File: src/rtl/adaptive_binarizer.sv
// adaptive_binarizer: two-stage binarizer whose threshold is the midpoint of two online-learned centroids.
// Build option ATHR_MANUAL_THRESHOLD_EN adds i_manual_en/i_manual_thr to override the threshold per beat.
//
//   state   | meaning
//   --------+----------------------------------------------------------
//   ST_IDLE | waiting for first sof; beats ignored
//   ST_WARM | centroids train on each beat, no output beats
//   ST_RUN  | every beat trains and produces an output beat
module adaptive_binarizer #(
    parameter int PIX_W      = 8,
    parameter int NPIX       = 9,
    parameter int LR_SHIFT   = 3,
    parameter int U1_INIT    = 100,
    parameter int U2_INIT    = 120,
    parameter int WARM_BEATS = 0
) (
    input  logic                  i_clk,
    input  logic                  i_rst,
    input  logic [NPIX*PIX_W-1:0] i_pixel_data,
    input  logic                  i_pixel_data_valid,
    input  logic                  i_sof,
    input  logic                  i_freeze,
`ifdef ATHR_MANUAL_THRESHOLD_EN
    input  logic                  i_manual_en,
    input  logic [PIX_W-1:0]      i_manual_thr,
`endif
    output logic [NPIX-1:0]       o_mask,
    output logic [PIX_W-1:0]      o_center_bin,
    output logic [PIX_W-1:0]      o_threshold,
    output logic                  o_data_valid
);

    localparam int ERR_W  = PIX_W + 2 + $clog2(NPIX);
    localparam int SUM_W  = ERR_W + 1;
    localparam int WCNT_W = (WARM_BEATS > 2) ? $clog2(WARM_BEATS) : 1;

    localparam logic [PIX_W-1:0]        U1_V      = PIX_W'(U1_INIT);
    localparam logic [PIX_W-1:0]        U2_V      = PIX_W'(U2_INIT);
    localparam logic [PIX_W:0]          RST_SUM   = {1'b0, U1_V} + {1'b0, U2_V};
    localparam logic [PIX_W-1:0]        RST_THR   = PIX_W'(RST_SUM >> 1);
    localparam logic [WCNT_W-1:0]       WCNT_LOAD = WCNT_W'((WARM_BEATS > 0) ? WARM_BEATS - 1 : 0);
    localparam logic signed [SUM_W-1:0] PIX_MAX   = SUM_W'((1 << PIX_W) - 1);

    typedef enum logic [1:0] {
        ST_IDLE = 2'd0,
        ST_WARM = 2'd1,
        ST_RUN  = 2'd2
    } state_t;

    state_t                   r_state;
    state_t                   w_state_nxt;
    logic [WCNT_W-1:0]        r_warm_cnt;
    logic [WCNT_W-1:0]        w_warm_cnt_nxt;
    logic                     w_accept;
    logic                     w_emit;

    logic                     r_s1_valid;
    logic                     r_s1_sof;
    logic                     r_s1_freeze;
    logic [NPIX*PIX_W-1:0]    r_s1_pix;
`ifdef ATHR_MANUAL_THRESHOLD_EN
    logic                     r_s1_man_en;
    logic [PIX_W-1:0]         r_s1_man_thr;
`endif

    logic [PIX_W-1:0]         r_u1;
    logic [PIX_W-1:0]         r_u2;
    logic [NPIX-1:0]          r_mask;
    logic [PIX_W-1:0]         r_center_bin;
    logic [PIX_W-1:0]         r_threshold;
    logic                     r_data_valid;

    logic [PIX_W-1:0]         w_base_u1;
    logic [PIX_W-1:0]         w_base_u2;
    logic [PIX_W:0]           w_thr_sum;
    logic [PIX_W-1:0]         w_thr_adapt;
    logic [PIX_W-1:0]         w_thr;
    logic [NPIX-1:0]          w_mask;
    logic signed [ERR_W-1:0]  w_err1;
    logic signed [ERR_W-1:0]  w_err2;
    logic signed [SUM_W-1:0]  w_raw1;
    logic signed [SUM_W-1:0]  w_raw2;
    logic [PIX_W-1:0]         w_new1;
    logic [PIX_W-1:0]         w_new2;
    logic [PIX_W-1:0]         w_upd_u1;
    logic [PIX_W-1:0]         w_upd_u2;

    function automatic logic [PIX_W-1:0] sat_pix(input logic signed [SUM_W-1:0] v);
        if (v < 0)
            return '0;
        else if (v > PIX_MAX)
            return '1;
        else
            return v[PIX_W-1:0];
    endfunction

    // A sof beat trains from the reload values, not from the previous frame.
    assign w_base_u1   = r_s1_sof ? U1_V : r_u1;
    assign w_base_u2   = r_s1_sof ? U2_V : r_u2;
    assign w_thr_sum   = {1'b0, w_base_u1} + {1'b0, w_base_u2};
    assign w_thr_adapt = PIX_W'(w_thr_sum >> 1);

`ifdef ATHR_MANUAL_THRESHOLD_EN
    assign w_thr = r_s1_man_en ? r_s1_man_thr : w_thr_adapt;
`else
    assign w_thr = w_thr_adapt;
`endif

    always_comb begin
        logic [PIX_W-1:0] v_p;
        logic [PIX_W-1:0] v_d1;
        logic [PIX_W-1:0] v_d2;
        w_mask = '0;
        w_err1 = '0;
        w_err2 = '0;
        v_p    = '0;
        v_d1   = '0;
        v_d2   = '0;
        for (int k = 0; k < NPIX; k++) begin
            v_p       = r_s1_pix[k*PIX_W +: PIX_W];
            v_d1      = (v_p >= w_base_u1) ? v_p - w_base_u1 : w_base_u1 - v_p;
            v_d2      = (v_p >= w_base_u2) ? v_p - w_base_u2 : w_base_u2 - v_p;
            w_mask[k] = (v_p >= w_thr);
            if (v_d1 <= v_d2)
                w_err1 = w_err1 + ($signed(ERR_W'(v_p)) - $signed(ERR_W'(w_base_u1)));
            else
                w_err2 = w_err2 + ($signed(ERR_W'(v_p)) - $signed(ERR_W'(w_base_u2)));
        end
    end

    assign w_raw1   = $signed(SUM_W'(w_base_u1)) + SUM_W'(w_err1 >>> LR_SHIFT);
    assign w_raw2   = $signed(SUM_W'(w_base_u2)) + SUM_W'(w_err2 >>> LR_SHIFT);
    assign w_new1   = r_s1_freeze ? w_base_u1 : sat_pix(w_raw1);
    assign w_new2   = r_s1_freeze ? w_base_u2 : sat_pix(w_raw2);
    assign w_upd_u1 = (w_new1 > w_new2) ? w_new2 : w_new1;
    assign w_upd_u2 = (w_new1 > w_new2) ? w_new1 : w_new2;

    always_comb begin
        w_state_nxt    = r_state;
        w_warm_cnt_nxt = r_warm_cnt;
        w_accept       = 1'b0;
        w_emit         = 1'b0;
        if (r_s1_valid) begin
            case (r_state)
                ST_IDLE: begin
                    if (r_s1_sof) begin
                        w_accept = 1'b1;
                        if (WARM_BEATS > 0) begin
                            w_state_nxt    = (WARM_BEATS == 1) ? ST_RUN : ST_WARM;
                            w_warm_cnt_nxt = WCNT_LOAD;
                        end else begin
                            w_state_nxt = ST_RUN;
                            w_emit      = 1'b1;
                        end
                    end
                end
                ST_WARM: begin
                    w_accept = 1'b1;
                    if (r_s1_sof) begin
                        w_state_nxt    = (WARM_BEATS == 1) ? ST_RUN : ST_WARM;
                        w_warm_cnt_nxt = WCNT_LOAD;
                    end else if (r_warm_cnt <= WCNT_W'(1)) begin
                        w_state_nxt    = ST_RUN;
                        w_warm_cnt_nxt = '0;
                    end else begin
                        w_warm_cnt_nxt = r_warm_cnt - WCNT_W'(1);
                    end
                end
                ST_RUN: begin
                    w_accept = 1'b1;
                    if (r_s1_sof && (WARM_BEATS > 0)) begin
                        w_state_nxt    = (WARM_BEATS == 1) ? ST_RUN : ST_WARM;
                        w_warm_cnt_nxt = WCNT_LOAD;
                    end else begin
                        w_emit = 1'b1;
                    end
                end
                default: begin
                    w_state_nxt    = ST_IDLE;
                    w_warm_cnt_nxt = '0;
                end
            endcase
        end
    end

    always_ff @(posedge i_clk) begin
        if (i_rst) begin
            r_state    <= ST_IDLE;
            r_warm_cnt <= '0;
        end else begin
            r_state    <= w_state_nxt;
            r_warm_cnt <= w_warm_cnt_nxt;
        end
    end

    always_ff @(posedge i_clk) begin
        if (i_rst) begin
            r_s1_valid   <= 1'b0;
            r_s1_sof     <= 1'b0;
            r_s1_freeze  <= 1'b0;
            r_s1_pix     <= '0;
`ifdef ATHR_MANUAL_THRESHOLD_EN
            r_s1_man_en  <= 1'b0;
            r_s1_man_thr <= '0;
`endif
            r_u1         <= U1_V;
            r_u2         <= U2_V;
            r_mask       <= '0;
            r_center_bin <= '0;
            r_threshold  <= RST_THR;
            r_data_valid <= 1'b0;
        end else begin
            r_s1_valid <= i_pixel_data_valid;
            if (i_pixel_data_valid) begin
                r_s1_sof     <= i_sof;
                r_s1_freeze  <= i_freeze;
                r_s1_pix     <= i_pixel_data;
`ifdef ATHR_MANUAL_THRESHOLD_EN
                r_s1_man_en  <= i_manual_en;
                r_s1_man_thr <= i_manual_thr;
`endif
            end
            if (w_accept) begin
                r_u1 <= w_upd_u1;
                r_u2 <= w_upd_u2;
            end
            r_data_valid <= w_emit;
            if (w_emit) begin
                r_mask       <= w_mask;
                r_center_bin <= {PIX_W{w_mask[NPIX/2]}};
                r_threshold  <= w_thr;
            end
        end
    end

    assign o_mask       = r_mask;
    assign o_center_bin = r_center_bin;
    assign o_threshold  = r_threshold;
    assign o_data_valid = r_data_valid;

endmodule

File: config.mk
export PLATFORM = sky130hd
export DESIGN_NAME = adaptive_binarizer
export DESIGN_NICKNAME = d
export VERILOG_FILES = /design/src/rtl/adaptive_binarizer.sv
export SDC_FILE = /design/constraint.sdc
export NUM_CORES = 1
export LEC_CHECK = 0
export CORE_MARGIN = 3
export CORE_UTILIZATION = 55
export CTS_BUF_LIST = sky130_fd_sc_hd__clkbuf_4 sky130_fd_sc_hd__clkbuf_8 sky130_fd_sc_hd__clkbuf_16
export DETAILED_ROUTE_END_ITERATION = 7
export PLACE_DENSITY_LB_ADDON = 0.08
export SLEW_MARGIN = 25
export SYNTH_ARGS = -nofsm -noshare
export SYNTH_HDL_FRONTEND = slang
export SYNTH_SLANG_ARGS = --single-unit
File: constraint.sdc
create_clock -name i_clk -period 22.9 [get_ports i_clk]
set_clock_uncertainty 0.05 [all_clocks]
set_input_delay 4.58 -clock i_clk [delete_from_list [all_inputs] [get_ports i_clk]]
set_output_delay 4.58 -clock i_clk [all_outputs]
set_load 0.005 [all_outputs]
; Word level (Yosys, flattened, before mapping)
; Index checks and enable logic that the tools add are counted.
[classes]
addsub = 74
n_lt_le_gt_ge = 42
eq_ne = 4
n_mux = 58
bitwise = 2
n_reduce_logical = 5
[ops]
columns = op, n
row1 = subtractor 8 bit, 36
row2 = two-way mux 14 bit, 18
row3 = adder 14 x 9 -> 14 bit, 16
row4 = two-way mux 8 bit, 28
row5 = greater-or-equal comparator 8 bit, 27
row6 = subtractor 8 x 8 -> 9 bit, 18
row7 = <= comparator 8 bit, 9
row8 = adder 9 x 11 -> 12 bit, 2
row9 = > comparator 12 x 9 -> 1 bit (second input constant), 2
row10 = less-than comparator 12 x 1 -> 1 bit (second input constant), 2
row11 = adder 8 x 8 -> 9 bit, 1
row12 = > comparator 8 bit, 1
row13 = two-way mux 2 bit, 3
row14 = case mux 1 bit (2 select lines), 3
row15 = case mux 2 bit (3 select lines), 1
row16 = two-way mux 1 bit, 5
row17 = AND reduction 4 bit, 1
row18 = OR reduction 2 bit, 2
row19 = inequality test 3 bit (second input constant), 1
row20 = equality test 2 x 1 -> 1 bit (second input constant), 1
row21 = equality test 2 bit (second input constant), 1
row22 = logical NOT 2 bit, 1
row23 = inequality test 2 bit (second input constant), 1
row24 = NOT 1 bit, 2
row25 = other kinds (3), 3
[totals]
regBits = 113
input_bits = 77
output_inout_bits = 26
wordCells = 197

; Logic depth before layout (Yosys ltp)
; Gate-level depths: netlist (run 1).
[depth]
ltp_word = 28
ltp_mapped = 97
depth_no_buf = 95

; Worst setup path after synthesis (run 1)
; Ideal clock, no wire load.
[synth_path]
path_kind = register -> register
from = register r_s1_sof
to = register r_u2[5]
setup_time_ps = 70
t_arrival_ps = 17699
setup_slack_ps = 5081
stages_incl_launch_ff = 89
period_less_slack_ps = 17819
path_cell_list = dfxtp_1 -> buf_4 -> clkbuf_1 -> nand2b_1 -> inv_1 -> ha_1 -> nor2b_1 -> o21ai_0 -> a21boi_1 -> o21ai_0 -> nand2b_1 -> a21o_1 -> a21o_1 -> a21oi_1 -> mux2_2 -> ha_1 -> nor2b_1 -> o211ai_1 -> (+53 left out) -> xnor3_1 -> nor3_2 -> a21oi_1 -> o21a_2 -> ha_1 -> nor2b_1 -> o21a_1 -> o21ai_0 -> nand2b_1 -> a21oi_1 -> nor2_1 -> a211oi_1 -> a21oi_1 -> inv_1 -> and2_1 -> o21ai_0 -> o22a_1 -> a21oi_1
[synth_between]
elab_chain_cells = 28
elab_cells_between_ends = 152
classes_between = add/sub (72) / order compare (32) / mux (48)
[synth_lines]
columns = element, line_no
row1 = "start, declared", 58  ; logic r_s1_sof;
row2 = "start signal, assigned", 215  ; r_s1_sof <= i_sof;
row3 = two-way mux 8 bit (on tied branches), "98, 99"
row4 = "subtractor 8 bit, or another cell as far along", 121  ; v_d1 = (v_p >= w_base_u1) ? v_p - w_base_u1 : w_base_u1 - v_p;
row5 = two-way mux 8 bit (on tied branches), "121, 122"
row6 = <= comparator 8 bit, 124  ; if (v_d1 <= v_d2)
row7 = two-way mux 14 bit, 124
row8 = adder 14 x 9 -> 14 bit (on tied branches), "125, 127"
row9 = two-way mux 14 bit, 124
row10 = adder 14 x 9 -> 14 bit (on tied branches), "125, 127"
row11 = (+12 left out), n/a
row12 = two-way mux 14 bit, 124
row13 = adder 9 x 11 -> 12 bit (on tied branches), "131, 132"
row14 = > comparator 12 x 9 -> 1 bit, 91  ; else if (v > PIX_MAX)
row15 = two-way mux 8 bit, 91
row16 = two-way mux 8 bit, 89  ; if (v < 0)
row17 = two-way mux 8 bit (on tied branches), "133, 134"
row18 = > comparator 8 bit, 136  ; assign w_upd_u2 = (w_new1 > w_new2) ? w_new1 : w_new2;
row19 = two-way mux 8 bit, 136
row20 = "end signal, assigned", 225  ; r_u2 <= w_upd_u2;
row21 = "end, declared", 67  ; logic [PIX_W-1:0] r_u2;
; Several ways; a longest one is shown, not always the timed one.
; A chain may end at the register's enable or synchronous reset.

; Worst setup path in the final report (run 1)
[layout_path]
from = register r_s1_sof
to = register r_u2[3]
; Same word-level chain as after synthesis.

==> results of run 1 <==
## flip-flops by register name, indices dropped and copies added, names as in the netlist, 2 cells and up
register / count
r_state: 2
r_u1: 8
r_u2: 8
r_s1_pix: 72
o_threshold: 8
o_mask: 9
## how the worst max path moves through the flow
stage                                      from  slack (ps)              endpoint  cells past startpoint
final                     r_s1_sof$_SDFFE_PP0P_        3030  r_u2[3]$_SDFFE_PP1P_                     84
after global routing      r_s1_sof$_SDFFE_PP0P_        1690  r_u2[3]$_SDFFE_PP1P_                     87
after CTS                 r_s1_sof$_SDFFE_PP0P_        3370  r_u2[5]$_SDFFE_PP1P_                     84
after detailed placement  r_s1_sof$_SDFFE_PP0P_        3440  r_u2[5]$_SDFFE_PP1P_                     84
after global placement    r_s1_sof$_SDFFE_PP0P_        3630  r_u2[3]$_SDFFE_PP1P_                     85
after floorplan           r_s1_sof$_SDFFE_PP0P_        5080  r_u2[5]$_SDFFE_PP1P_                     88
## area by class of cell
class / count / area, um2 / share of cell area [%]
diodes: 1 / 2.50 / 0.00738
clock buffers: 9 / 225 / 0.665
clock inverters: 7 / 98.8 / 0.292
inverters: 245 / 920 / 2.71
multi-input cells: 3578 / 28000 / 82.7
flip-flops and latches: 111 / 2220 / 6.56
well taps: 756 / 946 / 2.79
repair buffers: 158 / 1440 / 4.24
## cell families after synthesis
| group | share of synthesized area [%] |
|---|---|
| fa+ha+maj | 28.1 |
| compound gates | 26.5 |
| buf+inv | 4.78 |
| mux | 8.68 |
| flops | 7.01 |
| xor+xnor | 10.2 |
| simple gates | 14.8 |
## cell usage in the layout (no fill, tap or decap), types with 8 or more instances in the layout
cell | Yosys | layout
ha_1 | 627 | 627
a21oi_1 | 385 | 383
nor2_1 | 369 | 361
inv_1 | 244 | 244
a21o_1 | 236 | 236
xnor2_1 | 232 | 229
nand2_1 | 211 | 211
o21ai_0 | 197 | 197
mux2i_1 | 151 | 151
xor2_1 | 126 | 126
dfxtp_1 | 111 | 111
mux2_2 | 110 | 110
o21bai_1 | 105 | 105
clkdlybuf4s50_1 | 0 | 100
nor3_1 | 65 | 65
nand2b_1 | 66 | 64
a211oi_1 | 60 | 60
nand4_1 | 58 | 58
buf_4 | 11 | 58
nor2b_1 | 53 | 53
fa_1 | 53 | 53
nand3_1 | 46 | 46
o21a_1 | 43 | 43
o211ai_1 | 28 | 28
a31oi_1 | 28 | 27
and2_1 | 26 | 26
o22ai_1 | 22 | 22
o31ai_1 | 21 | 21
or3_1 | 19 | 19
or2_2 | 17 | 17
and3_1 | 17 | 17
a22oi_1 | 15 | 15
a211o_1 | 15 | 15
a22o_1 | 12 | 12
nor2_2 | 3 | 11
clkbuf_16 | 0 | 9
o31a_1 | 8 | 8
## worst reg2reg max path: cells and delay by family, from the launching register on
kind	cells	cell delay (ps)
adder cells (fa/ha/maj)	12	4060
AND/OR/NAND/NOR	17	3090
XOR/XNOR	6	1150
buffers and inverters	4	780
multiplexers	4	1290
AO/OA/AOI/OAI	41	8480
flip-flops	1	890
## cells in the mapped netlist (19+ instances only)
library cell,instances
nand3_1,46
dfxtp_1,111
nand2_1,211
nand4_1,58
xor2_1,126
o21a_1,43
fa_1,53
a21oi_1,385
xnor2_1,232
a211oi_1,60
or3_1,19
mux2_2,110
and2_1,26
nor2b_1,53
inv_1,244
mux2i_1,151
o21ai_0,197
nand2b_1,66
a21o_1,236
o22ai_1,22
ha_1,627
o31ai_1,21
a31oi_1,28
nor3_1,65
o211ai_1,28
o21bai_1,105
nor2_1,369
clkbuf_1,110
## routing by layer
layer	track usage (%)	wire length (um)	vias to the layer above
met5	0	0	-
met4	15.2	5740	0
met3	5.50	9520	253
met2	55.9	47000	1171
met1	50.2	50200	14382
li1	-	-	14835
## per-stage QoR
stage                     area [um2]  utilization [%]  instances  worst slack (ps)  hold WS (ps)
after CTS                      33900             59.8       4864              3370           422
after floorplan                31700                -       4077              5080           403
after global placement         33600             59.2       4848              3630           399
final                          33900             59.8       4865              3030           419
after global routing           33900             59.8       4865              1690           444
after detailed placement       33600             59.2       4848              3440           403
==> results.txt, run 1 <==
First-pass GRT wire length = 167,000 um
Most frequent CP cell = ha_1
Layout cells sized above 1 = 6.28%
Critical-path maximum fanout = 27
Synth area leader = ha_1
HP Start = o_threshold[0]$_SDFFE_PP0P_
Largest net degree at the start of global routing = 75
# fillers = 5,432
Fin crit period = 19,870 ps
Reg2Reg Setup Slack = 3030 ps
Clock latency on the worst-skew pair = 420 ps
Via density = 6.30
Initial Utilization = 55.9%
Post-synth EDFFs = 0
Worst Max-Slew Pin Slew = 1230 ps
CTS Buf Count = 9
CP max-delay cell = dfxtp_1
DRT Pass-1 Iters = 6
Final Hold Fails = 0
WP buf/inv = 4
Syn_nets = 4,834
Max_slew headroom = 18.0%
Die footprint = 60,600 um2
Gpl congestion = 0.981
Post-CTS Resized = 0
CTS max path bufs = 2
Top Family by Delay on Critical Path = compound AO/OA/AOI/OAI gates
Overflow left after global routing = 0
Post-synthesis sequential area ratio = 7.01%
Synth warn = 0
Layout area overhead = 6.92%
H-tree depth = 3
# clock sinks = 111
Max Cap Viol = 0
Via count = 30,641
FF-to-FF path depth = 84
Unrepaired setup endpoints after global routing = no
Die span in x = 246 um
Final setup violation count = 0
DRC Markers = 0
Post-Syn Instances = 4,077
Root buf cell = clkbuf_16
Async set-or-reset flop fraction in the synthesized netlist = 0%
Slew Limit Fails = 0
Drt wl/cell = 23.1 um
Final period utilization = 86.8%
# port buffers = 102
Hold depth = 2
Site Rows = 87
Die Ht = 246 um
Reg2reg end = r_u2[3]$_SDFFE_PP1P_
Post-Syn Area = 31,700 um2
Post-synth cell types = 101
Total track usage = 36.3%
Syn_area_per_cell = 7.78 um2
CP arrival = 20,180 ps
Clock transition at path regs = 100 ps
CP startpoint kind = register
Worst hold path type = reg2reg
Synth Flop Type = dfxtp_1
CTS tree = yes
Cts hold-fix bufs = 0
Top-area cell type share of the netlist area = 24.7%
Slowest stage delay, CP = 890 ps
Fmax = 50.3 MHz
Worst setup path class = reg2reg
Io pins = 103
Core Region = 56,700 um2
CP Capture Type = register
Synth top area cells = ha_1 (25%), dfxtp_1 (7.0%), xnor2_1 (6.4%)
Final WL = 112,000 um
Initial antenna violation count = 5
Vias in the first global route = 28,072
Worst Hold End = o_threshold[0]$_SDFFE_PP0P_
TNS Setup = 0 ps
Critical R2R Launch = r_s1_sof$_SDFFE_PP0P_
Dpl hpwl = 87,400 um
Outcome = completed
1st-iter DRT viols = 2,851
CP required = 23,210 ps
Antenna Violating Nets Remaining = 0
Yosys reg bits = 111
# Post-CTS Setup Buffers = 0
Final nets = 4,860
Power of run 1 is left out: the tool's default activity adds up to more than one toggle a clock period on the data nets, which glitch-free logic cannot reach.
==> inputs of run 2 (changes only) <==
Settings changed: CORE_UTILIZATION 55 to 40.
==> run 2 against run 1 <==
Compared with the run above: sequential share of layout area decreased by 0.095 points; largest cell class unchanged; non-clock buffer count up 4; critical endpoint is now r_u2[7]$_SDFFE_PP0P_; register-to-register slack improved by 90 ps; hold slack worse by 2.4 ps; sequential cell count is the same; core utilization is 16 points lower; routed wire length increased by 11%; highest routed layer is now met5; count of clock-buffer cells in the layout unchanged; global-route usage is 6.8 points lower.
==> results.txt, run 2 (same netlist as run 1, synthesis figures left out) <==
Outcome = completed (unchanged)
Most common cell after layout, fill and taps aside = ha_1 (unchanged)
# Post-CTS Setup Buffers = 0 (unchanged)
Fmax = 50.6 MHz (was 50.3 MHz)
Final setup violation count = 0 (unchanged)
Most flop-heavy register = r_s1_pix (unchanged)
CP startpoint kind = register (unchanged)
Core Region = 78,000 um2 (was 56,700 um2)
Dpl hpwl = 98,400 um (was 87,400 um)
Final Hold Fails = 0 (unchanged)
Commonest cells after routing, fill and taps aside = ha_1 (627), a21oi_1 (383), nor2_1 (361), inv_1 (244), a21o_1 (236) (unchanged)
# clock sinks = 111 (unchanged)
Io pins = 103 (unchanged)
Vias in the first global route = 28,387 (was 28,072)
Final WL = 124,000 um (was 112,000 um)
Fin crit period = 19,770 ps (was 19,870 ps)
FF-to-FF path depth = 88 (was 84)
DRC Markers = 0 (unchanged)
Die span in x = 288 um (was 246 um)
Slowest stage delay, CP = 960 ps (was 890 ps)
Initial antenna violation count = 10 (was 5)
Worst Max-Slew Pin Slew = 1050 ps (was 1230 ps)
CP arrival = 20,090 ps (was 20,180 ps)
Via density = 5.86 (was 6.30)
Layout area overhead = 8.50% (was 6.92%)
Layout cells sized above 1 = 6.52% (was 6.28%)
Final Hold Slack = 416 ps (was 419 ps)
Initial Utilization = 40.7% (was 55.9%)
Max Cap Viol = 0 (unchanged)
Root buf cell = clkbuf_16 (unchanged)
First-pass GRT wire length = 183,000 um (was 167,000 um)
Worst setup path class = reg2reg (unchanged)
DRT Pass-1 Iters = 7 (was 6)
Overflow left after global routing = 0 (unchanged)
H-tree depth = 3 (unchanged)
Final nets = 4,864 (was 4,860)
Drt wl/cell = 24.1 um (was 23.1 um)
CTS max path bufs = 2 (unchanged)
Total track usage = 29.5% (was 36.3%)
Site Rows = 102 (was 87)
Most frequent CP cell = o21ai_0 (was ha_1)
Hold depth = 1 (was 2)
Gpl congestion = 0.955 (was 0.981)
Worst hold path type = reg2reg (unchanged)
Final worst slack = 3130 ps (was 3030 ps)
# port buffers = 102 (unchanged)
Die Ht = 288 um (was 246 um)
Critical-path maximum fanout = 27 (unchanged)
Pre-CTS setup slack = 3360 ps (was 3440 ps)
Slew Limit Fails = 0 (unchanged)
Clock transition at path regs = 110 ps (was 100 ps)
Clock latency on the worst-skew pair = 430 ps (was 420 ps)
CTS tree = yes (unchanged)
# fillers = 8,026 (was 5,432)
Via count = 30,175 (was 30,641)
Max reg flops = 72 (unchanged)
TNS Setup = 0 ps (unchanged)
Cts hold-fix bufs = 0 (unchanged)
Largest net degree at the start of global routing = 71 (was 75)
CP Capture Type = register (unchanged)
CP max-delay cell = dfxtp_1 (unchanged)
1st-iter DRT viols = 2,681 (was 2,851)
Final period utilization = 86.3% (was 86.8%)
Max_slew headroom = 29.1% (was 18.0%)
Post-CTS Resized = 0 (unchanged)
Antenna Violating Nets Remaining = 0 (unchanged)
CTS Buf Count = 9 (unchanged)
CP required = 23,210 ps (about the same)
Unrepaired setup endpoints after global routing = no (unchanged)
Area taken by multi-input logic gates = 28,100 um2 (was 28,000 um2)
FF/Latch Area = 2220 um2 (unchanged)
Die footprint = 82,700 um2 (was 60,600 um2)
run 2: changes by cell type in the layout (fill, tap and decap cells not counted), sizes merged:
cell	previous run	this run
buf	58	62
run 2: per-layer routing:
layer / vias up / wire length [um] / GRT usage (%)
met4: 2 / 4240 / 8.80
met2: 998 / 54600 / 47.2
met1: 14187 / 57300 / 40.9
li1: 14831 / - / -
met5: - / 17 / 0.179
met3: 157 / 8190 / 4.03
run 2: final cells by class:
cell class,instances,area share [%]
Antenna cell,1,0.00728
Clock inverter,7,0.280
Inverter,245,2.67
Sequential cell,111,6.46
Timing Repair Buffer,162,4.32
Multi-Input combinational cell,3578,81.8
Clock buffer,9,0.655
Tap cell,1040,3.78
run 2: worst paths after layout:
| path | end | from | slack [ps] |
|---|---|---|---|
| worst min register to register | o_threshold[2]$_SDFFE_PP1P_ | o_threshold[2]$_SDFFE_PP1P_ | 420 |
| worst max register to register | r_u2[7]$_SDFFE_PP0P_ | r_s1_sof$_SDFFE_PP0P_ | 3130 |
| worst min-delay path | o_threshold[2]$_SDFFE_PP1P_ | o_threshold[2]$_SDFFE_PP1P_ | 420 |
| worst max-delay path | r_u2[7]$_SDFFE_PP0P_ | r_s1_sof$_SDFFE_PP0P_ | 3130 |
run 2: worst max-delay path, delay by kind of cell (launching register included):
kind                     cells  cell delay, ps
multiplexers                 3             890
XOR/XNOR                     5             630
adder cells (fa/ha/maj)     11            3570
AND/OR/NAND/NOR             26            4160
flip-flops                   1             960
buffers and inverters        6             860
AO/OA/AOI/OAI               37            8550
run 2: per-stage QoR:
stage / utilization (%) / instance area [um2] / std cells
global route: 44.1 / 34400 / 5152
detailed placement: 43.6 / 34000 / 5135
CTS: 44.0 / 34300 / 5151
finish: 44.1 / 34400 / 5153
floorplan: - / 31700 / 4077
global placement: 43.6 / 34000 / 5135
Power of run 2 is left out for the same reason.
